File: config.mk
export PLATFORM = sky130hd
export DESIGN_NAME = axi_write_master
export DESIGN_NICKNAME = d
export VERILOG_FILES = /design/src/rtl/axi_write_master.sv
export SDC_FILE = /design/constraint.sdc
export NUM_CORES = 1
export LEC_CHECK = 0
export ABC_AREA = 1
export CORE_ASPECT_RATIO = 0.5
export CORE_UTILIZATION = 33
export DETAILED_ROUTE_END_ITERATION = 7
export GPL_TIMING_DRIVEN = 0
export PLACE_DENSITY = 0.77
export REMOVE_ABC_BUFFERS = 1
export SETUP_SLACK_MARGIN = 0.3
export SLEW_MARGIN = 20
export SYNTH_ARGS = -nofsm -noshare
export SYNTH_HDL_FRONTEND = slang
export SYNTH_SLANG_ARGS = --single-unit
File: constraint.sdc
create_clock -name clk -period 1.7 [get_ports clk]
set_clock_uncertainty 0.15 [all_clocks]
set_input_delay 0.255 -clock clk [delete_from_list [all_inputs] [get_ports clk]]
set_output_delay 0.255 -clock clk [all_outputs]
set_load 0.02 [all_outputs]
File: src/rtl/axi_write_master.sv
// -----------------------------------------------------------------------------
// axi_write_master
//
// Downstream stage of the memory writer. Accepts one burst command (start
// pulse plus AXI attributes) and a beat stream of data/strobe, and drives an
// AXI4 master write port (AW/W/B). One burst is outstanding at a time.
//
// Optional build macro: AXI_WR_TIMEOUT_EN
//   When defined, the RESP state gives up after TIMEOUT_CYCLES cycles without
//   bvalid, flags resp_err, pulses done, and pulses the extra 'timeout' output.
//
// Ports:
//   clk, rst_n                 clock, asynchronous active-low reset
//   start_write                one-cycle command pulse (honoured only in IDLE)
//   write_id/addr/len/size/burst  burst attributes, latched on start_write
//   write_data, write_strb     beat payload, passed straight through to W
//   wr_data_valid / wr_data_ready  beat handshake with the writer
//   busy                       high in every state except IDLE
//   done                       one-cycle pulse on burst completion
//   resp_err                   sticky error status of the last burst
//   aw*, w*, b*                AXI4 write address / data / response channels
//   timeout                    (AXI_WR_TIMEOUT_EN only) pulses with done on timeout
// -----------------------------------------------------------------------------
module axi_write_master #(
   parameter int ADDR_WIDTH     = 32,
   parameter int DATA_WIDTH     = 32,
   parameter int ID_WIDTH       = 4,
   parameter int TIMEOUT_CYCLES = 1024
) (
   input  logic                    clk,
   input  logic                    rst_n,
   // command and beat stream from the writer
   input  logic                    start_write,
   input  logic [ID_WIDTH-1:0]     write_id,
   input  logic [ADDR_WIDTH-1:0]   write_addr,
   input  logic [7:0]              write_len,
   input  logic [2:0]              write_size,
   input  logic [1:0]              write_burst,
   input  logic [DATA_WIDTH-1:0]   write_data,
   input  logic [DATA_WIDTH/8-1:0] write_strb,
   input  logic                    wr_data_valid,
   output logic                    wr_data_ready,
   // status back to the writer
   output logic                    busy,
   output logic                    done,
   output logic                    resp_err,
`ifdef AXI_WR_TIMEOUT_EN
   output logic                    timeout,
`endif
   // AXI4 write address channel
   output logic [ID_WIDTH-1:0]     awid,
   output logic [ADDR_WIDTH-1:0]   awaddr,
   output logic [7:0]              awlen,
   output logic [2:0]              awsize,
   output logic [1:0]              awburst,
   output logic                    awvalid,
   input  logic                    awready,
   // AXI4 write data channel
   output logic [DATA_WIDTH-1:0]   wdata,
   output logic [DATA_WIDTH/8-1:0] wstrb,
   output logic                    wlast,
   output logic                    wvalid,
   input  logic                    wready,
   // AXI4 write response channel
   input  logic [ID_WIDTH-1:0]     bid,
   input  logic [1:0]              bresp,
   input  logic                    bvalid,
   output logic                    bready
);

   localparam int STRB_WIDTH = DATA_WIDTH / 8;

   // Elaboration-time sanity checks on the configuration.
   if (TIMEOUT_CYCLES < 1) begin : g_bad_timeout
      $error("axi_write_master: TIMEOUT_CYCLES must be at least 1");
   end
   if (DATA_WIDTH % 8 != 0) begin : g_bad_width
      $error("axi_write_master: DATA_WIDTH must be a multiple of 8");
   end

   typedef enum logic [1:0] {
      IDLE = 2'd0,
      ADDR = 2'd1,
      DATA = 2'd2,
      RESP = 2'd3
   } state_t;

   state_t     state;
   logic [7:0] beat_cnt;   // beats accepted so far in the current burst
   logic       err_q;      // registered error status of the last burst
   logic       w_hs;       // W beat transferred this cycle
   logic       resp_hit;   // RESP finishes this cycle (bvalid or timeout)
   logic       err_now;    // error status of the response finishing now

   // ---------------------------------------------------------------------------
   // Channel outputs decoded from the state register. W is a zero-latency
   // pass-through of the beat stream, gated so nothing leaks outside DATA.
   // ---------------------------------------------------------------------------
   assign busy          = (state != IDLE);
   assign awvalid       = (state == ADDR);
   assign bready        = (state == RESP);
   assign wvalid        = (state == DATA) && wr_data_valid;
   assign wr_data_ready = (state == DATA) && wready;
   assign wdata         = (state == DATA) ? write_data : '0;
   assign wstrb         = (state == DATA) ? write_strb : {STRB_WIDTH{1'b0}};
   assign wlast         = (state == DATA) && (beat_cnt == awlen);
   assign w_hs          = wvalid && wready;

`ifdef AXI_WR_TIMEOUT_EN
   localparam int TW = $clog2(TIMEOUT_CYCLES + 1);
   localparam logic [TW-1:0] TO_LAST = TW'(TIMEOUT_CYCLES - 1);

   logic [TW-1:0] resp_timer;   // cycles spent in RESP without bvalid
   logic          to_hit;

   assign to_hit   = (state == RESP) && (resp_timer == TO_LAST);
   // A real response wins over a timeout landing in the same cycle.
   assign resp_hit = bready && (bvalid || to_hit);
   assign err_now  = bvalid ? (bresp[1] | (bid != awid)) : 1'b1;
   assign timeout  = bready && !bvalid && to_hit;

   // Held at zero outside RESP, so it restarts on every entry to RESP.
   always_ff @(posedge clk or negedge rst_n) begin
      if (!rst_n) begin
         resp_timer <= '0;
      end else if (state != RESP) begin
         resp_timer <= '0;
      end else if (!to_hit) begin
         resp_timer <= resp_timer + 1'b1;
      end
   end
`else
   assign resp_hit = bready && bvalid;
   // SLVERR/DECERR have bresp[1] set; a foreign ID is treated as an error too.
   assign err_now  = bresp[1] | (bid != awid);
`endif

   // done and the fresh error status are visible in the completing cycle, so
   // done and busy drop together and resp_err is already valid alongside done.
   assign done     = resp_hit;
   assign resp_err = err_q | (resp_hit & err_now);

   // ---------------------------------------------------------------------------
   // Burst state machine. The AW payload registers double as the latched
   // command, so awlen/awid also serve the wlast and ID comparisons.
   // ---------------------------------------------------------------------------
   // NOTE: every register below uses non-blocking assignment so all of them
   // update from the same pre-edge values, independent of statement order.
   always_ff @(posedge clk or negedge rst_n) begin
      if (!rst_n) begin
         state    <= IDLE;
         awid     <= '0;
         awaddr   <= '0;
         awlen    <= '0;
         awsize   <= '0;
         awburst  <= '0;
         beat_cnt <= '0;
         err_q    <= 1'b0;
      end else begin
         case (state)
            IDLE: begin
               if (start_write) begin
                  awid    <= write_id;
                  awaddr  <= write_addr;
                  awlen   <= write_len;
                  awsize  <= write_size;
                  awburst <= write_burst;
                  err_q   <= 1'b0;
                  state   <= ADDR;
               end
            end
            ADDR: begin
               if (awready) begin
                  beat_cnt <= '0;
                  state    <= DATA;
               end
            end
            DATA: begin
               if (w_hs) begin
                  beat_cnt <= beat_cnt + 8'd1;
                  if (wlast) begin
                     state <= RESP;
                  end
               end
            end
            RESP: begin
               if (resp_hit) begin
                  err_q <= err_now;
                  state <= IDLE;
               end
            end
            default: state <= IDLE;
         endcase
      end
   end

endmodule

* Word level (Yosys, flattened, before mapping) *
Index checks and enable logic that the tools add are counted.
Widths: inputs -> output; s select.

storage, ports and cells
  bits in registers = 60
  latch bits = 0
  memory bits (writable) = 0
  ROM bits = 0
  input bits = 98
  output and inout port bits = 93
  logic and storage cells = 49
  memories kept = 0

operators by class
  add/sub/neg operators = 1
  multiply operators = 0
  divide/modulo/power cells = 0
  $lt $le $gt $ge = 0
  equality and inequality tests = 10
  shifts and indexed selects = 0
  multiplexer cells = 14
  bitwise logic cells = 3
  reductions and logical operators = 13

operators by type and width
  operator             number
  $mux 32              1
  $mux 8               2
  $pmux 8 s2           1
  $mux 2               5
  $add 8x1->8 const B  1
  $eq 8x8->1           1
  $pmux 2 s4           1
  $ne 2x2->1 const B   3
  $reduce_and 3->1     2
  $reduce_bool 2->1    3
  $logic_and 1x1->1    5
  $reduce_and 5->1     1
  $eq 2x2->1 const B   2
  $mux 4               1
  $ne 2x1->1 const B   2
  $ne 4x4->1           1
  $eq 2x1->1 const B   1
  $logic_not 2->1      1
  $mux 1               2
  $or 1x1->1           2
  $pmux 1 s2           1
  $reduce_and 2->1     1
  $and 1x1->1          1

* Depth between registers and ports, before layout *
  word-level depth = 5
  gate-level depth with buffers = 10
  gate-level depth less buffers = 10

* Least setup slack after synthesis *
Ideal clock, no wire load.

  path type = register to register
  start point = register state[1]
  end point = register beat_cnt[4]
  setup time = 0.120 ns
  data arrival time = 1.513 ns
  required time = 1.430 ns
  path slack = -0.083 ns
  cell stages (with the launch flop) = 10
  buffers on the path = 1
  clock period less this slack = 1.783 ns
  cell sequence = dfrtp_1 -> inv_1 -> ha_1 -> inv_1 -> or2_1 -> o211ai_2 -> inv_2 -> buf_6 -> a21oi_1 -> nor2_1

between the ends
  elaborated cells on any way between the ends = 9
  classes of those cells = eq/ne: 4; mux: 1; reduce/logical: 4

RTL lines
  item                                                              line  RTL
  start: declaration                                                88    state_t state;
  start signal: assignment                                          151   state <= IDLE;
  start signal: assignment                                          169   state <= ADDR;
  start signal: assignment                                          175   state <= DATA;
  $eq 2x1->1 *                                                      -
  named net awvalid                                                 56    output logic awvalid,
  $ne 2x1->1 (no source line) or $reduce_bool 2->1 (tied branches)  -
  $reduce_and 3->1 (no source line)                                 -
  end signal: assignment                                            180   beat_cnt <= beat_cnt + 8'd1;
  end: declaration                                                  89    logic [7:0] beat_cnt;

Mark *: on every way through the listed nets, which the timed path passes. The rest lies on a longest branch.
A chain may end at the register's enable or synchronous reset.

* Final worst setup path *
  start point = register awlen[1]
  end point = output wlast

between the ends
  longest elaborated chain between the ends = 2

RTL lines
  item                      line  RTL
  start: declaration        53    output logic [7:0] awlen,
  start signal: assignment  165   awlen <= write_len;
  $eq 8x8->1                106   assign wlast = (state == DATA) && (beat_cnt == awlen);
  $logic_and 1x1->1         106
  end: declaration          61    output logic wlast,

No other way between the ends.

==> impl_metrics.yaml <==
cts:
  clockBufferDepth: 2
  cts_sinks: 60
  cts_tree: "done"
  cts_made_buffers: 9
  clockRootBuffer: "clkbuf_16"
  cts.reportedPaths.clkPinSlew_ps: 50
  htreeDepth: 3
  clock_latency_ps: 320
setup_path:
  crit_chain: "xnor2_1 > nand2_1 > nor2_2 > nand2_2 > nor2_4 > buf_6"
  cp_max_fo: 3
  arrival_ps: 1560
  slowest_stage: "dfrtp_1"
  critPathKind: "flip-flop to primary output"
  startpoint_type: "flip-flop"
  cp_slowest_stage_delay_ps: 430
  worstPathRequired_ps: 1290
  crit_path_end_kind: "primary output"
finish:
  final_nets: 650
  drive_gt1_share_pct: 56.62
  syn_to_final_growth_pct: 112.5
die:
  fp.dieW_um: 136.3
  initial_core_util_pct: 34.06
  core_sq_um: 8738
  die_h_um: 69.16
  dieArea_sq_um: 9427
  core.rowCount: 24
  num_io_pins: 191
power:
  swShare_pct: 40.19
  sequentialPowerShare_pct: 21.8
  share_comb_of_total_power_pct: 63.1
  switching_power_mw: 4.735
  ir_drop_v: 0.0008940
  power_mw: 11.78
  leakage_nw: 3.172
  power.share.clock_pct: 15.1
  p_per_area_nw_per_um2: 1863
  p_int_mw: 7.045
place:
  dp_hpwl_um: 5906
  gp_congestion: 0.7434
  port_buffers: 189
logic_synthesis:
  synth_top_area_share_pct: 50.44
  netlist_area_sq_um: 2977
  synth_warnings: 0
  synth-edff-count: 0
  syn-instance-count: 315
  ys_ff_latch: 60
  async_flop_share_pct: 100.0
  yosys.area.top_type: "dfrtp_1"
  synth.area.top_cells: "dfrtp_1, mux2_2, nand2_1"
  post-synth-top-count-cell: "nand2_1"
  synth_area_per_cell_sq_um: 9.450
  yosys-top-cells-count: "nand2_1, dfrtp_1, inv_1"
  synth_seq_area_share_pct: 50.44
  synthDistinctLibCells: 24
  synth_ff_type: "dfrtp_1"
sta:
  hold_slack_ps: 157.7
  setup_tns_ps: -10010
  hold_viol_final: 0
  drv_slew: 0
  rsz0062_at_grt: "true"
  final-setup-viol-count: 91
  fin_crit_sh_pct: 115.8
  worst_slew_pin_slew_ps: 803.6
  post-route-min-period_ps: 1969
  fmax_ghz: 0.5078
  slew_headroom_pct: 46.43
  worst_slack_ps: -269.3
drt:
  ant_nets: 0
  drt-initial-drc-count: 150
  routedWlPerCell_um: 16.90
  routed_wl_um: 11310
  via_per_inst: 4.676
  drtPass1Iterations: 4
  dr_total_vias: 3128
  drc_errors: 0
global_route:
  grt_pass1_vias: 3146
  grt_max_degree: 54
  grt_overflow: 0
  antenna_found_initial: 1
  grt_usage_pct: 22.78
  grt_first_pass_wirelength_um: 16330
status:
  status: "complete, but fails checks"
  failed_checks: "setup timing"
min_path:
  hold_class: "primary input to async pin"
run:
  drv_cap: 0
==> critical path: cells and delay by family, from the launching register on <==
kind          cells  cell delay, ps
simple gates      4             470
buf+inv           1             130
flops             1             430
xor+xnor          1             210
==> stage by stage <==
step	util, %	cell area [sq um]	std cells	setup WS, ps
after floorplan	-	2917	304	-739.7
after global placement	56.70	4955	610	-1842
after detailed placement	57.33	5010	612	-513.0
after CTS	69.89	6107	658	-192.4
after global routing	72.38	6325	669	-405.9
final	72.38	6325	669	-269.3
==> sequential cells by signal, summed over array words and instances, names as in the netlist <==
register / count
awlen: 8
awsize: 3
beat_cnt: 8
awaddr: 32
state: 2
err_q: 1
awid: 4
awburst: 2
==> worst paths after layout <==
kind	from	cells past startpoint	slack, ps	endpoint
worst max-delay path	awlen[1]$_DFFE_PN0P_	6	-270	wlast
worst min-delay path	rst_n	2	160	err_q$_DFFE_PN0P_
worst max register to register	state[1]$_DFFE_PN0P_	7	-200	beat_cnt[3]$_DFFE_PN0P_
worst min register to register	awaddr[30]$_DFFE_PN0P_	1	360	awaddr[30]$_DFFE_PN0P_
max in group asynchronous	rst_n	3	750	beat_cnt[4]$_DFFE_PN0P_
min in group clk	awaddr[30]$_DFFE_PN0P_	1	360	awaddr[30]$_DFFE_PN0P_
==> layout by cell type, fill, tap and decap left out, types with 2 or more instances in the layout <==
cell	count
a21oi_1	3
a21oi_2	2
buf_12	4
buf_16	5
buf_2	15
buf_4	13
buf_6	53
buf_8	3
clkbuf_1	3
clkbuf_16	12
clkbuf_2	18
clkdlybuf4s15_2	16
clkdlybuf4s50_1	94
dfrtp_1	56
dfrtp_2	4
ha_4	4
inv_1	12
inv_2	43
inv_4	3
mux2_4	45
nand2_1	31
nand2_2	28
nand2_4	16
nand2_8	7
nand3_1	7
nand3_2	2
nand4_1	4
nor2_1	7
nor2_2	4
nor2_4	3
o21ai_1	6
o21ai_2	3
or2_2	2
xnor2_1	6
xor2_1	3
==> power by group through the flow <==
stage | Combinational (mW) | Clock (mW) | Sequential [mW]
after global placement | 5.07 | 0 | 2.45
after floorplan | 2.00 | 0 | 3.20
final | 7.43 | 1.78 | 2.57
after global routing | 7.82 | 1.87 | 2.64
after detailed placement | 5.14 | 0 | 2.50
after CTS | 6.79 | 1.79 | 2.53
==> timing repair <==
| action | in CTS | in global routing |
|---|---|---|
| cloned | 11 | 3 |
| endpoints found under the hold margin | 60 | 0 |
| gates resized for setup | 512 | 138 |
| buffers inserted | 19 | 7 |
| setup endpoints to repair | 153 | 132 |
| pin swaps | 4 | 14 |
| hold buffers | 1 | 0 |
==> kinds of logic after synthesis <==
family	after synthesis	synth area share [%]
AO/OA/AOI/OAI	19	3.741
multiplexers	45	17.02
flip-flops	60	50.44
XOR/XNOR	9	2.648
AND/OR/NAND/NOR	108	14.71
adder cells (fa/ha/maj)	5	2.102
buffers and inverters	69	9.331
==> metal layers <==
metal / track usage, % / share of wire [%] / vias to the layer above / wire (um)
met4: 10.25 / 2.5 / 0 / 278
met3: 6.107 / 5.8 / 24 / 653
li1: - / - / 1459 / -
met2: 38.75 / 52 / 123 / 5898
met1: 26.81 / 40 / 1522 / 4476
met5: 0 / 0 / - / 0
==> area by class of cell <==
class | count | area [sq um]
diodes | 1 | 2.502
clock buffers | 13 | 250.2
clock inverters | 2 | 35.03
fillers | 589 | 2414
inverters | 58 | 225.2
multi-input cells | 192 | 1823
flip-flops and latches | 60 | 1506
well taps | 117 | 146.4
repair buffers | 225 | 2328
repair inverters | 1 | 7.507
Power figures use the tool's default switching activity.
